## src/rtl/onewire_responder_if.sv

```systemverilog
// rtl/onewire_responder_if.sv - 1-wire responder pad and byte handshake bundle
interface onewire_responder_if;
    logic       owr_i;
    logic       owr_oe;
    logic       rst_det;
    logic [7:0] rx_dat;
    logic       rx_vld;
    logic [7:0] tx_dat;
    logic       tx_vld;
    logic       tx_rdy;

    modport slave (
        input  owr_i, tx_dat, tx_vld,
        output owr_oe, rst_det, rx_dat, rx_vld, tx_rdy
    );

    modport master (
        output owr_i, tx_dat, tx_vld,
        input  owr_oe, rst_det, rx_dat, rx_vld, tx_rdy
    );
endinterface

```

## src/rtl/onewire_responder.sv

```systemverilog
// rtl/onewire_responder.sv - 1-wire byte-level responder with reset/presence handling
module onewire_responder #(
    parameter  int CDR = 10,
    localparam int CW  = $clog2(960*CDR+1)
) (
    input logic                clk,
    input logic                rst_n,
    onewire_responder_if.slave bus
);
    typedef enum logic [2:0] {IDLE, SLOT, WREL, RSTL, PWAIT, PRES, PREL} state_t;

    localparam logic [CW-1:0] T_DRV_END   = CW'(30*CDR - 1);
    localparam logic [CW-1:0] T_SAMPLE    = CW'(30*CDR);
    // Low time seen in WREL is cnt+2: the IDLE detection cycle plus cnt+1 counted cycles.
    localparam logic [CW-1:0] T_RST       = CW'(480*CDR - 2);
    localparam logic [CW-1:0] T_PWAIT_END = CW'(30*CDR - 1);
    localparam logic [CW-1:0] T_PRES_END  = CW'(120*CDR - 1);
    localparam logic [CW-1:0] CNT_MAX     = '1;

    state_t        state;
    logic          s_meta;
    logic          s;
    logic [CW-1:0] cnt;
    logic [2:0]    bit_cnt;
    logic [7:0]    rx_shift;
    logic [7:0]    tx_buf;
    logic          tx_full;
    logic          rdy_en;
    logic          owr_oe_q;
    logic          rst_det_q;
    logic          rx_vld_q;
    logic [7:0]    rx_dat_q;

    logic          tx_rdy_w;
    logic          tx_load;
    logic [7:0]    tx_byte;
    logic          tx_drive0;

    // A byte accepted in the same cycle as a falling edge must already drive that first slot.
    assign tx_rdy_w  = rdy_en && (state == IDLE) && !tx_full && (bit_cnt == 3'd0);
    assign tx_load   = bus.tx_vld && tx_rdy_w;
    assign tx_byte   = tx_full ? tx_buf : bus.tx_dat;
    assign tx_drive0 = (tx_full || tx_load) && !tx_byte[bit_cnt];

    assign bus.owr_oe  = owr_oe_q;
    assign bus.rst_det = rst_det_q;
    assign bus.rx_dat  = rx_dat_q;
    assign bus.rx_vld  = rx_vld_q;
    assign bus.tx_rdy  = tx_rdy_w;

    // Two-flop synchronizer for the asynchronous line; idles high like the pulled-up bus.
    always_ff @(posedge clk or negedge rst_n) begin
        if (!rst_n) begin
            s_meta <= 1'b1;
            s      <= 1'b1;
        end else begin
            s_meta <= bus.owr_i;
            s      <= s_meta;
        end
    end

    // Slot, reset and presence sequencing with registered line drive.
    always_ff @(posedge clk or negedge rst_n) begin
        if (!rst_n) begin
            state     <= IDLE;
            cnt       <= '0;
            bit_cnt   <= 3'd0;
            rx_shift  <= 8'h00;
            tx_buf    <= 8'h00;
            tx_full   <= 1'b0;
            rdy_en    <= 1'b0;
            owr_oe_q  <= 1'b0;
            rst_det_q <= 1'b0;
            rx_vld_q  <= 1'b0;
            rx_dat_q  <= 8'h00;
        end else begin
            rdy_en    <= 1'b1;
            rst_det_q <= 1'b0;
            rx_vld_q  <= 1'b0;
            if (cnt != CNT_MAX) cnt <= cnt + CW'(1);
            if (tx_load) begin
                tx_buf  <= bus.tx_dat;
                tx_full <= 1'b1;
            end
            case (state)
                IDLE: begin
                    if (!s) begin
                        state    <= SLOT;
                        cnt      <= '0;
                        owr_oe_q <= tx_drive0;
                    end
                end
                SLOT: begin
                    if (cnt == T_DRV_END) owr_oe_q <= 1'b0;
                    if (cnt == T_SAMPLE) begin
                        rx_shift[bit_cnt] <= s;
                        state             <= WREL;
                    end
                end
                WREL: begin
                    if (s) begin
                        state   <= IDLE;
                        cnt     <= '0;
                        bit_cnt <= bit_cnt + 3'd1;
                        if (bit_cnt == 3'd7) begin
                            rx_dat_q <= rx_shift;
                            rx_vld_q <= 1'b1;
                            tx_full  <= 1'b0;
                        end
                    end else if (cnt >= T_RST) begin
                        state <= RSTL;
                        cnt   <= '0;
                    end
                end
                RSTL: begin
                    if (s) begin
                        rst_det_q <= 1'b1;
                        bit_cnt   <= 3'd0;
                        rx_shift  <= 8'h00;
                        tx_full   <= 1'b0;
                        state     <= PWAIT;
                        cnt       <= '0;
                    end
                end
                PWAIT: begin
                    if (cnt == T_PWAIT_END) begin
                        state    <= PRES;
                        cnt      <= '0;
                        owr_oe_q <= 1'b1;
                    end
                end
                PRES: begin
                    if (cnt == T_PRES_END) begin
                        state    <= PREL;
                        cnt      <= '0;
                        owr_oe_q <= 1'b0;
                    end
                end
                PREL: begin
                    if (s) begin
                        state <= IDLE;
                        cnt   <= '0;
                    end
                end
                default: begin
                    state    <= IDLE;
                    cnt      <= '0;
                    owr_oe_q <= 1'b0;
                end
            endcase
        end
    end
endmodule

```

## src/flat_wrapper.sv

```systemverilog
// flat-port wrapper written by rule: the top's interface ports become plain ports
module onewire_responder_flat 
#(
    parameter  int CDR = 10,
    localparam int CW  = $clog2(960*CDR+1)
)
  (clk, rst_n, bus_owr_i, bus_tx_dat, bus_tx_vld, bus_owr_oe, bus_rst_det, bus_rx_dat, bus_rx_vld, bus_tx_rdy);
  onewire_responder_if bus_i ();
  input logic clk;
  input logic rst_n;
  input wire logic [$bits(bus_i.owr_i)-1:0] bus_owr_i;
  input wire logic [$bits(bus_i.tx_dat)-1:0] bus_tx_dat;
  input wire logic [$bits(bus_i.tx_vld)-1:0] bus_tx_vld;
  output wire logic [$bits(bus_i.owr_oe)-1:0] bus_owr_oe;
  output wire logic [$bits(bus_i.rst_det)-1:0] bus_rst_det;
  output wire logic [$bits(bus_i.rx_dat)-1:0] bus_rx_dat;
  output wire logic [$bits(bus_i.rx_vld)-1:0] bus_rx_vld;
  output wire logic [$bits(bus_i.tx_rdy)-1:0] bus_tx_rdy;
  assign bus_i.owr_i = bus_owr_i;
  assign bus_i.tx_dat = bus_tx_dat;
  assign bus_i.tx_vld = bus_tx_vld;
  assign bus_owr_oe = bus_i.owr_oe;
  assign bus_rst_det = bus_i.rst_det;
  assign bus_rx_dat = bus_i.rx_dat;
  assign bus_rx_vld = bus_i.rx_vld;
  assign bus_tx_rdy = bus_i.tx_rdy;
  onewire_responder #(.CDR(CDR)) u_core (.clk(clk), .rst_n(rst_n), .bus(bus_i));
endmodule
```

## config.mk

```make
export PLATFORM = sky130hd
export DESIGN_NAME = onewire_responder_flat
export DESIGN_NICKNAME = d
export VERILOG_FILES = /design/src/rtl/onewire_responder_if.sv /design/src/rtl/onewire_responder.sv /design/src/flat_wrapper.sv
export SDC_FILE = /design/constraint.sdc
export NUM_CORES = 1
export LEC_CHECK = 0
export ABC_AREA = 1
export BUFFER_PORTS_ARGS = -buffer_cell sky130_fd_sc_hd__buf_2
export CAP_MARGIN = 20
export CORE_MARGIN = 8
export CORE_UTILIZATION = 45
export CTS_CLUSTER_DIAMETER = 100
export DETAILED_ROUTE_END_ITERATION = 10
export PLACE_DENSITY = 0.6
export SETUP_SLACK_MARGIN = 0.2
export SLEW_MARGIN = 40
export SYNTH_ARGS = -nofsm -noshare
export SYNTH_HDL_FRONTEND = slang
export SYNTH_SLANG_ARGS = --single-unit
```

## constraint.sdc

```tcl
create_clock -name clk -period 1.8 [get_ports clk]
set_input_delay 0.09 -clock clk [delete_from_list [all_inputs] [get_ports clk]]
set_output_delay 0.09 -clock clk [all_outputs]
set_load 0.05 [all_outputs]
```

Word level (Yosys, flattened, before mapping)
Index checks and enable logic that the tools add are counted.

Memories kept: 0. Output and inout bits: 12. Logic and storage cells: 102. Latch bits: 0. Memory bits (writable): 0. Memory bits (read-only): 0. Register bits: 51.

Multipliers: 0. Divide/modulo/power cells: 0. Shift operators: 0. Magnitude comparators: 3. Bitwise operators: 1. Multiplexer cells: 43. Reductions and logical operators: 20. Equal/unequal tests: 20. Add/sub/neg operators: 2.

Operators with widths (count): $mux 14 (7); $pmux 14 s6 (1); $eq 14x9->1 const B (2); $mux 3 (9); $mux 8 (3); $pmux 3 s7 (1); $pmux 8 s2 (1); $mux 1 (15); $add 14x1->14 const B (1); $eq 14x11->1 const B (1); $ge 14x13->1 const B (1); $ne 14x14->1 const B (1); $ne 2x1->1 const B (7); $eq 3x3->1 const B (4); $reduce_and 3->1 (3); $bwmux 8 (1); $reduce_and 7->1 (1); $eq 3x2->1 const B (2); $logic_and 1x1->1 (6); $logic_not 3->1 (2); $pmux 3 s2 (1); $pmux 1 s5 (1); $reduce_and 5->1 (1); $lt 3x4->1 const B (1); 14 further kinds (16).

Longest topological paths before layout
Gate-level depths: netlist (run 1).

Depth in word-level cells: 9. Depth in mapped cells: 13. Mapped depth without buffers: 13.

Worst setup path after synthesis (run 1)
OpenSTA, ideal clock, no wires.

Kind: register -> output. From: register u_core.bit_cnt[0]. To: output port bus_tx_rdy. Stages on the path, launching flop included: 6. Path slack: -769 ps. Arrival: 2479 ps. Cell sequence: dfrtp_1 inv_1 clkbuf_1 ha_1 nand2_1 nor4_1.

Cells in the longest elaborated chain, start to end: 2.

Ends and longest elaborated chain: from (decl) (RTL line onewire_responder.sv:24) `logic [2:0] bit_cnt;`; from (signal assigned) (RTL line onewire_responder.sv:104) `bit_cnt <= bit_cnt + 3'd1;`; $logic_not 3->1 (RTL line onewire_responder.sv:40) `assign tx_rdy_w = rdy_en && (state == IDLE) && !tx_full && (bit_cnt == 3'd0);`; $logic_and 1x1->1 (RTL line onewire_responder.sv:40); to (decl) (RTL line flat_wrapper.sv:18) `output wire logic [$bits(bus_i.tx_rdy)-1:0] bus_tx_rdy;`.

No other way between the ends.

Worst setup path after layout (run 1)
From: register u_core.cnt[1]. To: register u_core.rx_shift[6].

Cells in the longest elaborated chain, start to end: 3.

Ends and longest elaborated chain: from (decl) (RTL line onewire_responder.sv:23) `logic [CW-1:0] cnt;`; from (signal assigned) (RTL line onewire_responder.sv:80) `if (cnt != CNT_MAX) cnt <= cnt + CW'(1);`; $eq 14x9->1 (RTL line onewire_responder.sv:95) `if (cnt == T_SAMPLE) begin`; $ne 2x1->1 (no source line); $reduce_and 3->1 (no source line); to (signal, indexed assignment) (RTL line onewire_responder.sv:96) `rx_shift[bit_cnt] <= s;`; to (decl) (RTL line onewire_responder.sv:25) `logic [7:0] rx_shift;`.

No other way between the ends. A chain may end at the register's enable or synchronous reset.

==> results of run 1 <==
## power breakdown
part           switching [mW]  internal [mW]
sequential            0.00330           1.15
clock                   0.398          0.422
combinational          0.0340         0.0186
total                   0.436           1.59
## worst min-delay path: stages
cell,delay [ns]
buf_2,0.09
inv_1,0.05
o21ai_0,0.08
## state kept, by name (all words and copies together) (netlist names), 3 cells and up
signal / cells
u_core.bit_cnt: 3
u_core.bus.rx_dat: 8
u_core.cnt: 14
u_core.rx_shift: 8
u_core.state: 3
u_core.tx_buf: 8
## cells in the mapped netlist (2+ instances only)
master,instances
nand2_1,134
dfrtp_1,49
inv_1,42
nor2_1,41
o21ai_0,30
nand3_1,26
a21oi_1,14
nor2_2,7
ha_1,6
inv_2,5
buf_6,4
nand2_2,4
nand3_2,4
nand4_1,4
xor2_1,4
buf_2,3
nor2_4,3
clkbuf_1,2
clkinv_1,2
dfstp_2,2
nand3b_1,2
nor3_1,2
nor4_1,2
o211ai_1,2
or2_2,2
## layer usage
layer  GRT usage (%)  part of all wire, %  vias to the layer above
met5               0                    0                        -
met4            3.55                 0.77                        0
met3            3.41                  4.1                        6
met2            19.6                   43                       46
met1            18.5                   52                     1198
li1                -                    -                     1372
## final cells by class
type	count	area share (%)
Multi-Input combinational cell	295	42.1
Sequential cell	51	35.9
Timing Repair Buffer	49	10.5
Inverter	49	5.36
Tap cell	77	2.68
Clock buffer	5	1.92
Clock inverter	3	1.32
Timing Repair inverter	1	0.209
## logic make-up after synthesis
group	Yosys count	synth area share, %
xor gates and xnor gates	4	1.19
DFF	51	43.3
AOI/OAI and AO/OA	49	8.69
other	1	0.127
buffers and inverters	59	8.77
and+or+nand+nor	235	35.4
adders and majority gates	6	2.54
## metrics by stage
| stage | total power [mW] | instances | setup slack [ns] | hold WS [ns] | util, % |
|---|---|---|---|---|---|
| final | 2.03 | 530 | 0.168 | 0.0464 | 56.6 |
| after detailed placement | 1.23 | 505 | 0.0944 | 0.0946 | 50.2 |
| after global placement | 1.23 | 505 | 0.124 | 0.0837 | 50.2 |
| after floorplan | 1.18 | 405 | 0.205 | -0.206 | - |
| after global routing | 2.11 | 530 | 0.0785 | 0.0497 | 56.6 |
| after CTS | 2.06 | 520 | 0.168 | 0.0361 | 53.8 |
## cells in the final DEF, fill, tap and decap left out, drive strengths merged
cell type	count
or2	3
nand3b	3
xor2	4
nand2	139
clkinv	2
dfrtp	49
o21bai	1
a221oi	1
nor4	2
ha	6
dlygate4sd3	2
a21oi	14
buf	46
conb	1
clkinvlp	2
clkbuf	6
nand4	4
inv	48
o211ai	2
o21ai	31
nand3	30
nor3	3
dfstp	2
bufinv	1
nor2	51
## final timing paths
| kind | to | from |
|---|---|---|
| worst min register to register | u_core.s$_DFF_PN1_ | u_core.s_meta$_DFF_PN1_ |
| worst min-delay path | u_core.tx_buf[5]$_DFFE_PN0P_ | bus_tx_dat[5] |
| worst max-delay path | u_core.rx_shift[6]$_DFFE_PN0P_ | u_core.cnt[1]$_DFF_PN0_ |
| min in group asynchronous | u_core.cnt[5]$_DFF_PN0_ | rst_n |
| worst max register to register | u_core.rx_shift[6]$_DFFE_PN0P_ | u_core.cnt[1]$_DFF_PN0_ |
| max in group asynchronous | u_core.tx_full$_DFF_PN0_ | rst_n |
## timing repair
| item | CTS | global route |
|---|---|---|
| endpoints found under the hold margin | 19 | 0 |
| setup buffers | 5 | 8 |
| setup endpoints to repair | 25 | 42 |
| cloned | 0 | 2 |
| resized for setup | 12 | 28 |
| pin swaps | 3 | 12 |
| hold buffers | 2 | 0 |
==> summary.txt, run 1 <==
Yosys
  – Cells after Synth: 405
  – Avg Cell Area, Syn: 7.29 sq um
  – Top post-synthesis cells by area: dfrtp_1 (42%), nand2_1 (17%), inv_1 (5.3%)
  – Sequential fraction of the synthesis area: 43.3%
  – #FFs+latches synth: 51
  – Synthesized net count: 423
  – Synth top area share: 41.5%
  – Ys Warns: 0
  – Synth cell types: 34
  – Asr flop ratio synth: 100%
  – EDFF count, synth: 0
  – Post-synth top flop: dfrtp_1
  – Yosys top cell by area: dfrtp_1
  – Mapped cell area: 0.00295 sq mm

Die
  – Chip Width: 97.0 um
  – Num rows: 29
  – Core area: 0.00635 sq mm
  – Die footprint: 0.00941 sq mm
  – Die Span Y: 97.0 um
  – Starting Density: 46.5%
  – IO Count: 24

Placed design
  – Post-DP HPWL: 4550 um
  – GP Congestion: 0.895
  – Port Buf Inserts: 23
  – Post-DP Area: 0.00319 sq mm

Critical path
  – Worst reg2reg path depth: 12
  – WP buf/inv: 3
  – Cell mode on critical path: nand2_1
  – Critical-path top delay cell: dfrtp_2
  – Crit path kind: flip-flop to flip-flop
  – Critical Path Max Stage Delay: 0.46 ns
  – Worst reg-to-reg setup slack: 0.17 ns
  – WP depth: 12
  – WP data required: 2.01 ns
  – CP Cell Sequence: inv_2 -> ha_4 -> inv_1 -> nor2_2 -> nand3b_1 -> nand2_1 -> nand2_2 -> nor2_4 -> buf_12 -> nand2_1 -> nand2_1 -> nand2_1
  – Worst path top cell family by delay: simple AND/OR/NAND/NOR gates
  – Startpoint Class: flip-flop
  – CP Capture Type: flip-flop
  – CP Max Fanout: 8
  – Critical Path AT: 1.84 ns

Global route
  – Largest net degree at the start of global routing: 32
  – Total global-route track usage: 13.2%
  – Vias in the first global route: 2402
  – Antenna violations before repair: 0
  – First-pass GRT wire length: 10800 um
  – GR Overflow Total: 0

Timing
  – Final worst-path cycle share: 90.6%
  – Max Clock Freq: 613 MHz
  – Unrepaired setup endpoints after global routing: yes
  – Setup TNS: 0 ns
  – Minimum clock period: 1.63 ns
  – Fin. Hold Viols: 0
  – Relative slew slack: 65.7%
  – Worst-Margin Slew: 0.515 ns
  – Final setup fails: 0
  – Final Skew: 0.00436 ns
  – Max-slew violation count: 0

Layout
  – Final Instance Area: 0.00359 sq mm
  – N_diodes: 0
  – Register area: 0.00129 sq mm
  – Area growth syn-to-layout: 21.7%
  – # nets final: 470
  – Fill cell count: 606
  – Multi-input gate area: 0.00151 sq mm
  – Fraction of layout cells with a size suffix above 1: 25.4%

Drt
  – Vias per inst: 4.95
  – Vias: 2622
  – Antenna-violating nets left: 0
  – First-pass DRT Iterations: 4
  – Post-Route WL: 6500 um
  – DR iter-0 viols: 94
  – # DRC: 0
  – Wire per inst: 12.3 um

Clocking
  – Max Root-Sink Buffers: 2
  – TritonCTS clock tree: built
  – CTS Root Cell: clkbuf_8
  – Later-pin clock latency in the skew report: 0.31 ns
  – CTS H-tree depth: 2
  – Clk pin slew, worst setup/hold paths: 0.10 ns
  – Num CTS Buffers: 5
  – Clk sinks: 51

Power and ir drop
  – Power density cells: 564 mW/mm^2
  – Worst IR Drop VDD: 0.421 mV
  – Leakage power: 1.85 nW

Outcome
  – Status: complete, no violations

Min path
  – Worst min-delay path class: input port to flip-flop
  – Worst hold path cell count: 3

Run
  – Max cap viols: 0
(Power assumes the default switching activity.)
==> inputs of run 2 (changes only) <==
--- a/config.mk
+++ b/config.mk
@@ -8,7 +8,7 @@
 export ABC_AREA = 1
 export BUFFER_PORTS_ARGS = -buffer_cell sky130_fd_sc_hd__buf_2
 export CAP_MARGIN = 20
-export CORE_MARGIN = 8
+export CORE_MARGIN = 10
 export CORE_UTILIZATION = 45
 export CTS_CLUSTER_DIAMETER = 100
 export DETAILED_ROUTE_END_ITERATION = 10
==> run 2 against run 1 <==
First-iteration DRC count increased by 18%. Count of clock-buffer cells in the layout stayed put. Largest power group unchanged. Clock power up 2%.
==> summary.txt, run 2 (synthesis gave the netlist of run 1 again) <==
Layout
  – Area growth syn-to-layout: 20.6% (was 21.7%)
  – # nets final: 472 (was 470)
  – Top reg by flops: u_core.cnt (unchanged)
  – Fraction of layout cells with a size suffix above 1: 25.5% (was 25.4%)
  – Fin util: 56.0% (was 56.6%)
  – Multi-input gate area: 0.00148 sq mm (was 0.00151 sq mm)
  – N_diodes: 0 (unchanged)
  – Final Instance Area: 0.00356 sq mm (was 0.00359 sq mm)
  – Most common cell after layout, fill and taps aside: nand2_1 (unchanged)
  – Register area: 0.00129 sq mm (about the same)
  – Most frequent cells in the layout: nand2_1 (130), nor2_1 (39), dfrtp_1 (38) (was nand2_1 (128), dfrtp_1 (41), inv_1 (37), nor2_1 (37), o21ai_0 (29))
  – Number of flip-flops in the largest register: 14 (unchanged)
  – Fill cell count: 616 (was 606)

Clocking
  – CTS H-tree depth: 2 (unchanged)
  – Clk sinks: 51 (unchanged)
  – Later-pin clock latency in the skew report: 0.31 ns (about the same)
  – Num CTS Buffers: 5 (unchanged)
  – Max Root-Sink Buffers: 2 (unchanged)
  – CTS Root Cell: clkbuf_8 (unchanged)
  – TritonCTS clock tree: built (unchanged)
  – Clk pin slew, worst setup/hold paths: 0.10 ns (about the same)

Timing
  – Unrepaired setup endpoints after global routing: yes (unchanged)
  – Worst-Margin Slew: 0.639 ns (was 0.515 ns)
  – Setup TNS: 0 ns (unchanged)
  – Relative slew slack: 57.4% (was 65.7%)
  – Final setup fails: 0 (unchanged)
  – Final worst slack: 0.167 ns (was 0.168 ns)
  – Max Clock Freq: 612 MHz (was 613 MHz)
  – Final Skew: 0.00642 ns (was 0.00436 ns)
  – Max-slew violation count: 0 (unchanged)
  – Final worst-path cycle share: 90.7% (was 90.6%)
  – WHS: 0.0282 ns (was 0.0464 ns)
  – Minimum clock period: 1.63 ns (about the same)
  – Fin. Hold Viols: 0 (unchanged)

Min path
  – Worst min-delay path class: input port to flip-flop (unchanged)
  – HP Start: bus_tx_dat[0] (was bus_tx_dat[5])

Critical path
  – Critical Path AT: 1.85 ns (was 1.84 ns)
  – CP Max Fanout: 8 (unchanged)
  – WP data required: 2.01 ns (about the same)
  – Crit path kind: flip-flop to flip-flop (unchanged)
  – CP Capture Type: flip-flop (unchanged)
  – Setup crit start: u_core.cnt[1]$_DFF_PN0_ (unchanged)
  – Startpoint Class: flip-flop (unchanged)
  – Worst reg2reg startpoint: u_core.cnt[1]$_DFF_PN0_ (unchanged)

Die
  – Num rows: 29 (unchanged)
  – Starting Density: 46.5% (unchanged)
  – IO Count: 24 (unchanged)
  – Die Span Y: 101 um (was 97.0 um)
  – Die footprint: 0.0102 sq mm (was 0.00941 sq mm)
  – Core area: 0.00635 sq mm (unchanged)
  – Chip Width: 101 um (was 97.0 um)

Global route
  – Largest net degree at the start of global routing: 52 (was 32)
  – GR Overflow Total: 0 (unchanged)
  – Total global-route track usage: 12.9% (was 13.2%)
  – First-pass GRT wire length: 11000 um (was 10800 um)
  – Vias in the first global route: 2439 (was 2402)
  – Antenna violations before repair: 0 (unchanged)

Drt
  – Vias per inst: 4.87 (was 4.95)
  – Vias: 2593 (was 2622)
  – Antenna-violating nets left: 0 (unchanged)
  – Post-Route WL: 6590 um (was 6500 um)
  – Wire per inst: 12.4 um (was 12.3 um)
  – DR iter-0 viols: 111 (was 94)
  – First-pass DRT Iterations: 4 (unchanged)
  – # DRC: 0 (unchanged)

Placed design
  – Post-DP HPWL: 4590 um (was 4550 um)
  – Post-DP Area: 0.00317 sq mm (was 0.00319 sq mm)
  – Port Buf Inserts: 23 (unchanged)
  – Dpl ws: 0.0825 ns (was 0.0944 ns)
  – GP Congestion: 0.895 (about the same)

Power and ir drop
  – Power density cells: 572 mW/mm^2 (was 564 mW/mm^2)
  – Worst IR Drop VDD: 0.323 mV (was 0.421 mV)
  – Leakage power: 1.82 nW (was 1.85 nW)

Run
  – Max cap viols: 0 (unchanged)

Outcome
  – Status: complete, no violations (unchanged)
[run 2: critical path, stage by stage, from the launching register on]
cell      delay (ns)
dfrtp_2         0.46
inv_2           0.11
ha_4            0.13
inv_1           0.03
nor2_1          0.09
nand3b_1        0.09
nand2_1         0.08
nand2_2         0.08
nor2_4          0.16
buf_12          0.14
nand2_2         0.05
nand2_2         0.07
nand2_2         0.04
[run 2: repair_timing]
action / CTS / global route
hold buffers: 2 / 0
buffers inserted: 5 / 11
setup endpoints to repair: 25 / 36
pin swaps: 3 / 9
gates resized for setup: 12 / 24
hold endpoints to repair: 50 / 0
cloned: 0 / 2
[run 2: path summary, 6_finish.rpt]
check | slack [ns] | to | depth (start not counted)
max in group asynchronous | 0.93 | u_core.tx_full$_DFF_PN0_ | 3
min in group asynchronous | 0.41 | u_core.cnt[5]$_DFF_PN0_ | 3
worst max register to register | 0.17 | u_core.rx_shift[3]$_DFFE_PN0P_ | 12
worst min-delay path | 0.03 | u_core.tx_buf[0]$_DFFE_PN0P_ | 3
worst min register to register | 0.36 | u_core.s$_DFF_PN1_ | 0
worst max-delay path | 0.17 | u_core.rx_shift[3]$_DFFE_PN0P_ | 12
[run 2: through the flow]
stage | power (mW) | cells
3_5_place_dp | 1.22 | 504
4_1_cts | 2.07 | 519
2_1_floorplan | 1.18 | 405
3_3_place_gp | 1.22 | 504
6_report | 2.04 | 532
5_1_grt | 2.11 | 532
[run 2: final cells by class]
class | count | share of cell area [%]
Multi-Input combinational cell | 295 | 41.7
Sequential cell | 51 | 36.3
Timing Repair Buffer | 51 | 10.5
Inverter | 49 | 5.34
Tap cell | 77 | 2.71
Clock buffer | 5 | 1.93
Clock inverter | 3 | 1.34
Timing Repair inverter | 1 | 0.141
[run 2: per-layer routing]
| layer | part of all wire [%] | routed length, um | GRT usage, % | vias up |
|---|---|---|---|---|
| met5 | 0 | 0 | 0 | - |
| met4 | 1.1 | 72 | 3.54 | 0 |
| met3 | 4.5 | 299 | 3.57 | 8 |
| met2 | 43 | 2830 | 19.0 | 36 |
| met1 | 51 | 3390 | 17.9 | 1181 |
| li1 | - | - | - | 1368 |
[run 2: where the power goes]
| group | total, mW | switching (mW) | leakage (nW) | internal (mW) |
|---|---|---|---|---|
| Clock | 0.835 | 0.413 | 0.0587 | 0.422 |
| Combinational | 0.0481 | 0.0325 | 1.11 | 0.0156 |
| Sequential | 1.15 | 0.00328 | 0.657 | 1.15 |
| Total | 2.04 | 0.449 | 1.82 | 1.59 |
